File: config.mk
export PLATFORM = sky130hd
export DESIGN_NAME = load_store_unit
export DESIGN_NICKNAME = d
export VERILOG_FILES = /design/src/rtl/load_store_unit.sv
export SDC_FILE = /design/constraint.sdc
export NUM_CORES = 1
export LEC_CHECK = 0
export BUFFER_PORTS_ARGS = -buffer_cell sky130_fd_sc_hd__buf_2
export CAP_MARGIN = 5
export CORE_ASPECT_RATIO = 0.8
export CORE_MARGIN = 4
export CORE_UTILIZATION = 50
export DETAILED_ROUTE_END_ITERATION = 8
export PLACE_DENSITY_LB_ADDON = 0.05
export SLEW_MARGIN = 20
export SYNTH_ARGS = -nofsm -noshare
export SYNTH_HDL_FRONTEND = slang
export SYNTH_SLANG_ARGS = --single-unit
File: constraint.sdc
create_clock -name clk -period 2.4 [get_ports clk]
set_clock_uncertainty 0.2 [all_clocks]
set_input_delay 0.12 -clock clk [delete_from_list [all_inputs] [get_ports clk]]
set_output_delay 0.12 -clock clk [all_outputs]
set_load 0.005 [all_outputs]
File: src/rtl/load_store_unit.sv
// load_store_unit
//   Data-memory side of the RV32I datapath. Accepts one load/store from the
//   execute stage, runs it on a req/gnt/rvalid memory bus, and returns the
//   loaded value aligned and sign/zero-extended. Byte-lane steering and
//   load/store decoding live here.
//
//   Build option: MISALIGN_TRAP_EN
//     defined   : misaligned half/word accesses skip the bus and respond with
//                 rsp_err=1, misalign=1.
//     undefined : misalign is tied 0; half ignores addr[0], word ignores
//                 addr[1:0], and the access proceeds normally.
//
//   Ports
//     clk, rst                 clock, synchronous active-high reset
//     req_valid/req_ready      core request handshake (ready only in IDLE)
//     req_we, req_funct3       store/load select, RV32I size/sign encoding
//     req_addr, req_wdata      byte effective address, store data
//     rsp_valid                1-cycle completion pulse
//     rsp_rdata, rsp_err       extended load data, error flag
//     misalign                 misaligned-access flag (trap build only)
//     busy                     core stall while a transaction is open
//     mem_req/mem_gnt          bus request, held until granted
//     mem_we, mem_addr         write enable, word-aligned address
//     mem_be, mem_wdata        byte enables, lane-replicated store data
//     mem_rvalid, mem_rdata    read data / write ack

// One byte lane of the store path: enable and the data byte it carries.
module lsu_lane #(
  parameter int LANE = 0
) (
  input  logic [1:0]  size,   // 00 byte, 01 half, 10 word
  input  logic [1:0]  off,
  input  logic [31:0] wd,
  output logic        be,
  output logic [7:0]  wbyte
);
  localparam logic [1:0] L = 2'(LANE);

  logic [1:0] sel;

  always_comb begin
    be  = 1'b1;
    sel = L;
    case (size)
      2'b00: begin
        be  = (off == L);
        sel = 2'b00;
      end
      2'b01: begin
        // Half only looks at off[1]; off[0] is either trapped or ignored.
        be  = (off[1] == L[1]);
        sel = {1'b0, L[0]};
      end
      default: begin
        be  = 1'b1;
        sel = L;
      end
    endcase
    wbyte = wd[{sel, 3'b000} +: 8];
  end
endmodule

module load_store_unit #(
  parameter int TIMEOUT_CYC = 255
) (
  input  logic        clk,
  input  logic        rst,
  input  logic        req_valid,
  output logic        req_ready,
  input  logic        req_we,
  input  logic [2:0]  req_funct3,
  input  logic [31:0] req_addr,
  input  logic [31:0] req_wdata,
  output logic        rsp_valid,
  output logic [31:0] rsp_rdata,
  output logic        rsp_err,
  output logic        misalign,
  output logic        busy,
  output logic        mem_req,
  output logic        mem_we,
  output logic [31:0] mem_addr,
  output logic [3:0]  mem_be,
  output logic [31:0] mem_wdata,
  input  logic        mem_gnt,
  input  logic        mem_rvalid,
  input  logic [31:0] mem_rdata
);
  localparam int NUM_LANES = 4;
  localparam logic [15:0] TO_LAST = 16'(TIMEOUT_CYC - 1);

  typedef enum logic [1:0] {IDLE, WAIT_GNT, WAIT_RSP, RESP} state_t;

  state_t state, state_nxt;

  logic                           we_q;
  logic [2:0]                     f3_q;
  logic [1:0]                     off_q;
  logic [29:0]                    waddr_q;
  logic [NUM_LANES-1:0]           be_q;
  logic [NUM_LANES-1:0][7:0]      wdata_q;
  logic [31:0]                    rdata_q;
  logic                           err_q;
  logic [15:0]                    to_cnt;

  logic [NUM_LANES-1:0]           lane_be;
  logic [NUM_LANES-1:0][7:0]      lane_wdata;

  logic f3_ok, mis_det, accept, reject;
  logic timeout_hit, rsp_take, to_fire;
  logic [31:0] load_val;

  // ---------------------------------------------------------------- decode
  for (genvar i = 0; i < NUM_LANES; i++) begin : g_lane
    lsu_lane #(.LANE(i)) u_lane (
      .size  (req_funct3[1:0]),
      .off   (req_addr[1:0]),
      .wd    (req_wdata),
      .be    (lane_be[i]),
      .wbyte (lane_wdata[i])
    );
  end

  always_comb begin
    if (req_we) f3_ok = (req_funct3 == 3'b000) || (req_funct3 == 3'b001) ||
                        (req_funct3 == 3'b010);
    else        f3_ok = (req_funct3 != 3'b011) && (req_funct3[2:1] != 2'b11);
  end

`ifdef MISALIGN_TRAP_EN
  assign mis_det = f3_ok &&
                   (((req_funct3[1:0] == 2'b01) && req_addr[0]) ||
                    ((req_funct3[1:0] == 2'b10) && (req_addr[1:0] != 2'b00)));
`else
  assign mis_det = 1'b0;
`endif

  assign accept = (state == IDLE) && req_valid;
  assign reject = !f3_ok || mis_det;

  // Bus progress wins over the timeout when both land on the same cycle.
  assign timeout_hit = (to_cnt == TO_LAST);
  assign rsp_take    = ((state == WAIT_GNT) && mem_gnt && mem_rvalid) ||
                       ((state == WAIT_RSP) && mem_rvalid);
  assign to_fire     = timeout_hit && !rsp_take &&
                       (((state == WAIT_GNT) && !mem_gnt) || (state == WAIT_RSP));

  // ----------------------------------------------------------- load extract
  always_comb begin
    logic [1:0]  shamt;
    logic [31:0] s;
    case (f3_q[1:0])
      2'b00:   shamt = off_q;
      2'b01:   shamt = {off_q[1], 1'b0};
      default: shamt = 2'b00;
    endcase
    s = mem_rdata >> {shamt, 3'b000};
    case (f3_q)
      3'b000:  load_val = {{24{s[7]}},  s[7:0]};
      3'b001:  load_val = {{16{s[15]}}, s[15:0]};
      3'b100:  load_val = {24'h0, s[7:0]};
      3'b101:  load_val = {16'h0, s[15:0]};
      default: load_val = s;
    endcase
  end

  // ------------------------------------------------------------------ FSM
  always_ff @(posedge clk) begin
    if (rst) state <= IDLE;
    else     state <= state_nxt;
  end

  always_comb begin
    state_nxt = state;
    case (state)
      IDLE:     if (req_valid) state_nxt = reject ? RESP : WAIT_GNT;
      WAIT_GNT: begin
        if (mem_gnt && mem_rvalid) state_nxt = RESP;
        else if (mem_gnt)          state_nxt = WAIT_RSP;
        else if (timeout_hit)      state_nxt = RESP;
      end
      WAIT_RSP: if (mem_rvalid || timeout_hit) state_nxt = RESP;
      RESP:     state_nxt = IDLE;
      default:  state_nxt = IDLE;
    endcase
  end

  always_comb begin
    req_ready = (state == IDLE);
    busy      = (state != IDLE);
    rsp_valid = (state == RESP);
    rsp_err   = (state == RESP) && err_q;
    rsp_rdata = (state == RESP) ? rdata_q : 32'h0;
    mem_req   = (state == WAIT_GNT);
    mem_we    = mem_req && we_q;
    mem_addr  = mem_req ? {waddr_q, 2'b00} : 32'h0;
    mem_be    = (mem_req && we_q) ? be_q : 4'h0;
    mem_wdata = (mem_req && we_q) ? wdata_q : 32'h0;
  end

  // ------------------------------------------------------- transaction data
  always_ff @(posedge clk) begin
    if (rst) begin
      we_q    <= 1'b0;
      f3_q    <= 3'b000;
      off_q   <= 2'b00;
      waddr_q <= '0;
      be_q    <= '0;
      wdata_q <= '0;
      rdata_q <= '0;
      err_q   <= 1'b0;
      to_cnt  <= '0;
    end else begin
      if (accept) begin
        we_q    <= req_we;
        f3_q    <= req_funct3;
        off_q   <= req_addr[1:0];
        waddr_q <= req_addr[31:2];
        be_q    <= lane_be;
        wdata_q <= lane_wdata;
        rdata_q <= '0;
        err_q   <= reject;
        to_cnt  <= '0;
      end else if ((state == WAIT_GNT) || (state == WAIT_RSP)) begin
        to_cnt <= to_cnt + 16'd1;
        if (rsp_take && !we_q) rdata_q <= load_val;
        if (to_fire) begin
          err_q   <= 1'b1;
          rdata_q <= '0;
        end
      end
    end
  end

`ifdef MISALIGN_TRAP_EN
  logic mis_q;
  always_ff @(posedge clk) begin
    if (rst)         mis_q <= 1'b0;
    else if (accept) mis_q <= mis_det;
  end
  assign misalign = (state == RESP) && mis_q;
`else
  assign misalign = 1'b0;
`endif

endmodule

==> out/metrics.yaml <==
setup_tns_ns: 0
number_of_max_capacitance_violations_reported: 0
core_um2: 12300
fmaxAchievable_ghz: 0.446
worst_hold_startpoint: "mem_rdata[4]"
async_flop_share_pct: 0
tritoncts_buffer_count: 17
use_met2_pct: 47.2
detail_route.vias_per_cell: 5.39
cts-htree-levels: 4
num_rows: 36
die_y_um: 108
status: "finished, final reports clean"
grt_most_used_layer: "met2"
nNetsFinal: 1172
global_route_wire_length_before_repair_um: 32300
finalCritPeriodShare_pct: 93.5
timing.critical_path.from_type: "flop"
clock_tree.buffer_depth: 2
netlist_top_cells_count: "sky130_fd_sc_hd__nand2_1, sky130_fd_sc_hd__dfxtp_1, sky130_fd_sc_hd__a21oi_1"
rsz0062_at_grt: "false"
place.gp.congestion: 0.817
post_synth_num_cell_types: 55
setup-violations-final: 0
sequential_area_share_after_synthesis_pct: 39.2
grt_max_degree: 75
route.antenna.remaining_nets: 0
wl_um: 20100
cp.arrival_ns: 2.31
final.fill_count: 938
first_global_vias: 6693
area.growth.synth_to_final_pct: 42.9
synth_edf_count: 0
clock_insertion_delay_worst_skew_ns: 0.42
grt_util_all_layers_pct: 27.6
floorplan.initialDensity_pct: 51.3
clkTransAtPathRegs_ns: 0.05
globalRouteMet1Util_pct: 32.7
numClockSinks: 123
cp-end-kind: "flop"
number_of_pins_exceeding_their_max_slew_limit_in_the_final_report: 0
totalPowerFinal_w: 0.00657
slew_headroom_pct: 49.6
most_repeated_cell_in_the_gate_level_netlist_after_synthesis: "sky130_fd_sc_hd__nand2_1"
post_drt_wl_per_cell_um: 16.2
path_max_fanout: 18
crit_start: "state[1]"
yosys.area.top_type_share_pct: 39.2
die_width_um: 133
buffer_ports.inserted: 208
worstPathCellList: "inv_1, ha_2, nand3b_1, or2_4, o211ai_2, o32ai_1"
worst_path_largest_cell_delay_ns: 0.44
yosys.area.top_type: "sky130_fd_sc_hd__dfxtp_1"
p_leak_nw: 4.04
synthCells: 785
clock_tree.root_cell: "sky130_fd_sc_hd__clkbuf_16"
vdd_drop_max_uv: 572
timing_hold_violations_final: 0
vias: 6713
drc: 0
synth-seq-cells: 123
worst_r2r_startpoint: "state[1]"
num_io_pins: 212
min_path_type: "in2reg"
drt_iter0_markers: 604
grt_remaining_overflow: 0
use_met3_pct: 9.63
firstDrtPassIters: 5
slowest_stage: "sky130_fd_sc_hd__ha_2"
grt_antenna_before_repair: 1
worst-endpoint-required_ns: 2.47
synthesis.area_per_instance_um2: 8.00
design.die.area_um2: 14400
pwr_density_cell_nw_per_um2: 732
post_route_cells_drive_above_1_share_pct: 25.9
synth.top_cells.by_area: "sky130_fd_sc_hd__dfxtp_1, sky130_fd_sc_hd__nand2_1, sky130_fd_sc_hd__and2_1, sky130_fd_sc_hd__a21oi_1, sky130_fd_sc_hd__and3_1"
ws_path_type: "reg2reg"
synth_area_um2: 6280
yosysWarningCount: 0
place.detailed.hpwl_um: 12800
cts_tree: "built"
layout_min_cycle_time_ns: 2.24
most_used_flip_flop_cell_after_synthesis: "sky130_fd_sc_hd__dfxtp_1"
timing_worst_slew_pin_value_ns: 0.756
-- path summary, 6_finish.rpt --
check / end / slack, ns / cells after the start
max reg2reg: rdata_q[22] / 0.16 / 6
min reg2reg: rdata_q[21] / 0.25 / 2
max: rdata_q[22] / 0.16 / 6
min: rdata_q[4] / 0.02 / 4
-- worst max-delay path, delay by kind of cell (launching register included) --
family,cells,cell delay [ns]
adder cells (fa/ha/maj),1,0.44
AND/OR/NAND/NOR,2,0.51
flip-flops,1,0.41
AO/OA/AOI/OAI,2,0.41
buffers and inverters,1,0.12
-- sequential cells by signal, summed over array words and instances, names as in the netlist --
signal and cells:
rdata_q 32, wdata_q 32, waddr_q 30, to_cnt 16, be_q 4, f3_q 3, off_q 2, state 2
err_q 1, we_q 1
-- layout make-up --
| type | instances | area, um^2 | share of cell area [%] |
|---|---|---|---|
| Antenna cell | 1 | 2.50 | 0.0279 |
| Multi-Input combinational cell | 572 | 3480 | 38.8 |
| Clock inverter | 7 | 114 | 1.27 |
| Clock buffer | 25 | 475 | 5.29 |
| Inverter | 25 | 93.8 | 1.05 |
| Timing Repair Buffer | 322 | 2140 | 23.8 |
| Sequential cell | 123 | 2460 | 27.4 |
| Tap cell | 171 | 214 | 2.38 |
-- where the power goes --
part | total, W | internal [W] | switching, W
Combinational | 0.00161 | 0.000652 | 0.000958
Clock | 0.00257 | 0.00168 | 0.000884
Sequential | 0.00240 | 0.00227 | 0.000127
Total | 0.00657 | 0.00461 | 0.00197
-- repair_timing --
action                                 in CTS  in global routing
gates resized for setup                     2                  6
hold buffers                               94                  0
endpoints found under the hold margin      98                  0
pin swaps                                   0                  1
buffers inserted                            0                  0
gates cloned                                0                  1
setup endpoints to repair                  16                 41
-- stage by stage --
stage | area [um^2] | util [%] | hold WS (ns) | cells | setup WS [ns]
floorplan | 6290 | - | 0.0560 | 787 | 0.264
global placement | 7400 | 60.4 | 0.161 | 1118 | 0.0415
detailed placement | 7400 | 60.4 | 0.167 | 1118 | -0.144
CTS | 8950 | 73.0 | 0.00664 | 1244 | 0.00668
global route | 8980 | 73.3 | 0.0146 | 1246 | 0.0388
finish | 8980 | 73.3 | 0.0197 | 1246 | 0.156
-- per-layer routing --
| layer | routed length, um | share of wire [%] |
|---|---|---|
| met5 | 0 | 0 |
| met4 | 514 | 2.6 |
| met3 | 1570 | 7.8 |
| met2 | 9720 | 48 |
| met1 | 8320 | 41 |
-- cell usage in the layout (no fill, tap or decap), drive strengths merged, types with 6 or more instances in the layout --
| cell | Yosys | layout |
|---|---|---|
| o211ai | 10 | 11 |
| a211oi | 14 | 14 |
| nor2 | 39 | 39 |
| dlygate4sd3 | 0 | 94 |
| o21ai | 25 | 25 |
| buf | 27 | 228 |
| and3 | 40 | 40 |
| o221ai | 7 | 7 |
| o32ai | 16 | 16 |
| nor2b | 21 | 21 |
| clkbuf | 41 | 25 |
| a21oi | 70 | 70 |
| ha | 6 | 6 |
| mux2i | 17 | 17 |
| inv | 25 | 25 |
| a311oi | 8 | 8 |
| nand3 | 14 | 14 |
| and2 | 68 | 68 |
| dfxtp | 123 | 123 |
| a22oi | 7 | 7 |
| nand2 | 137 | 137 |
| mux4 | 7 | 7 |
| a22o | 7 | 7 |
-- kinds of logic (layout without fill, tap and decap cells) --
group                      after synthesis  count (layout)  share of synthesized area [%]
adders and majority gates                6               6                           1.19
and+or+nand+nor                        350             350                           28.3
xor gates and xnor gates                 9               9                           1.25
AOI/OAI and AO/OA                      179             180                           18.6
muxes                                   24              24                           5.22
buffers and inverters                   93             379                           6.21
DFF                                    123             123                           39.2
other                                    1               4                         0.0597
No activity file was read; power rests on OpenSTA's default activity.
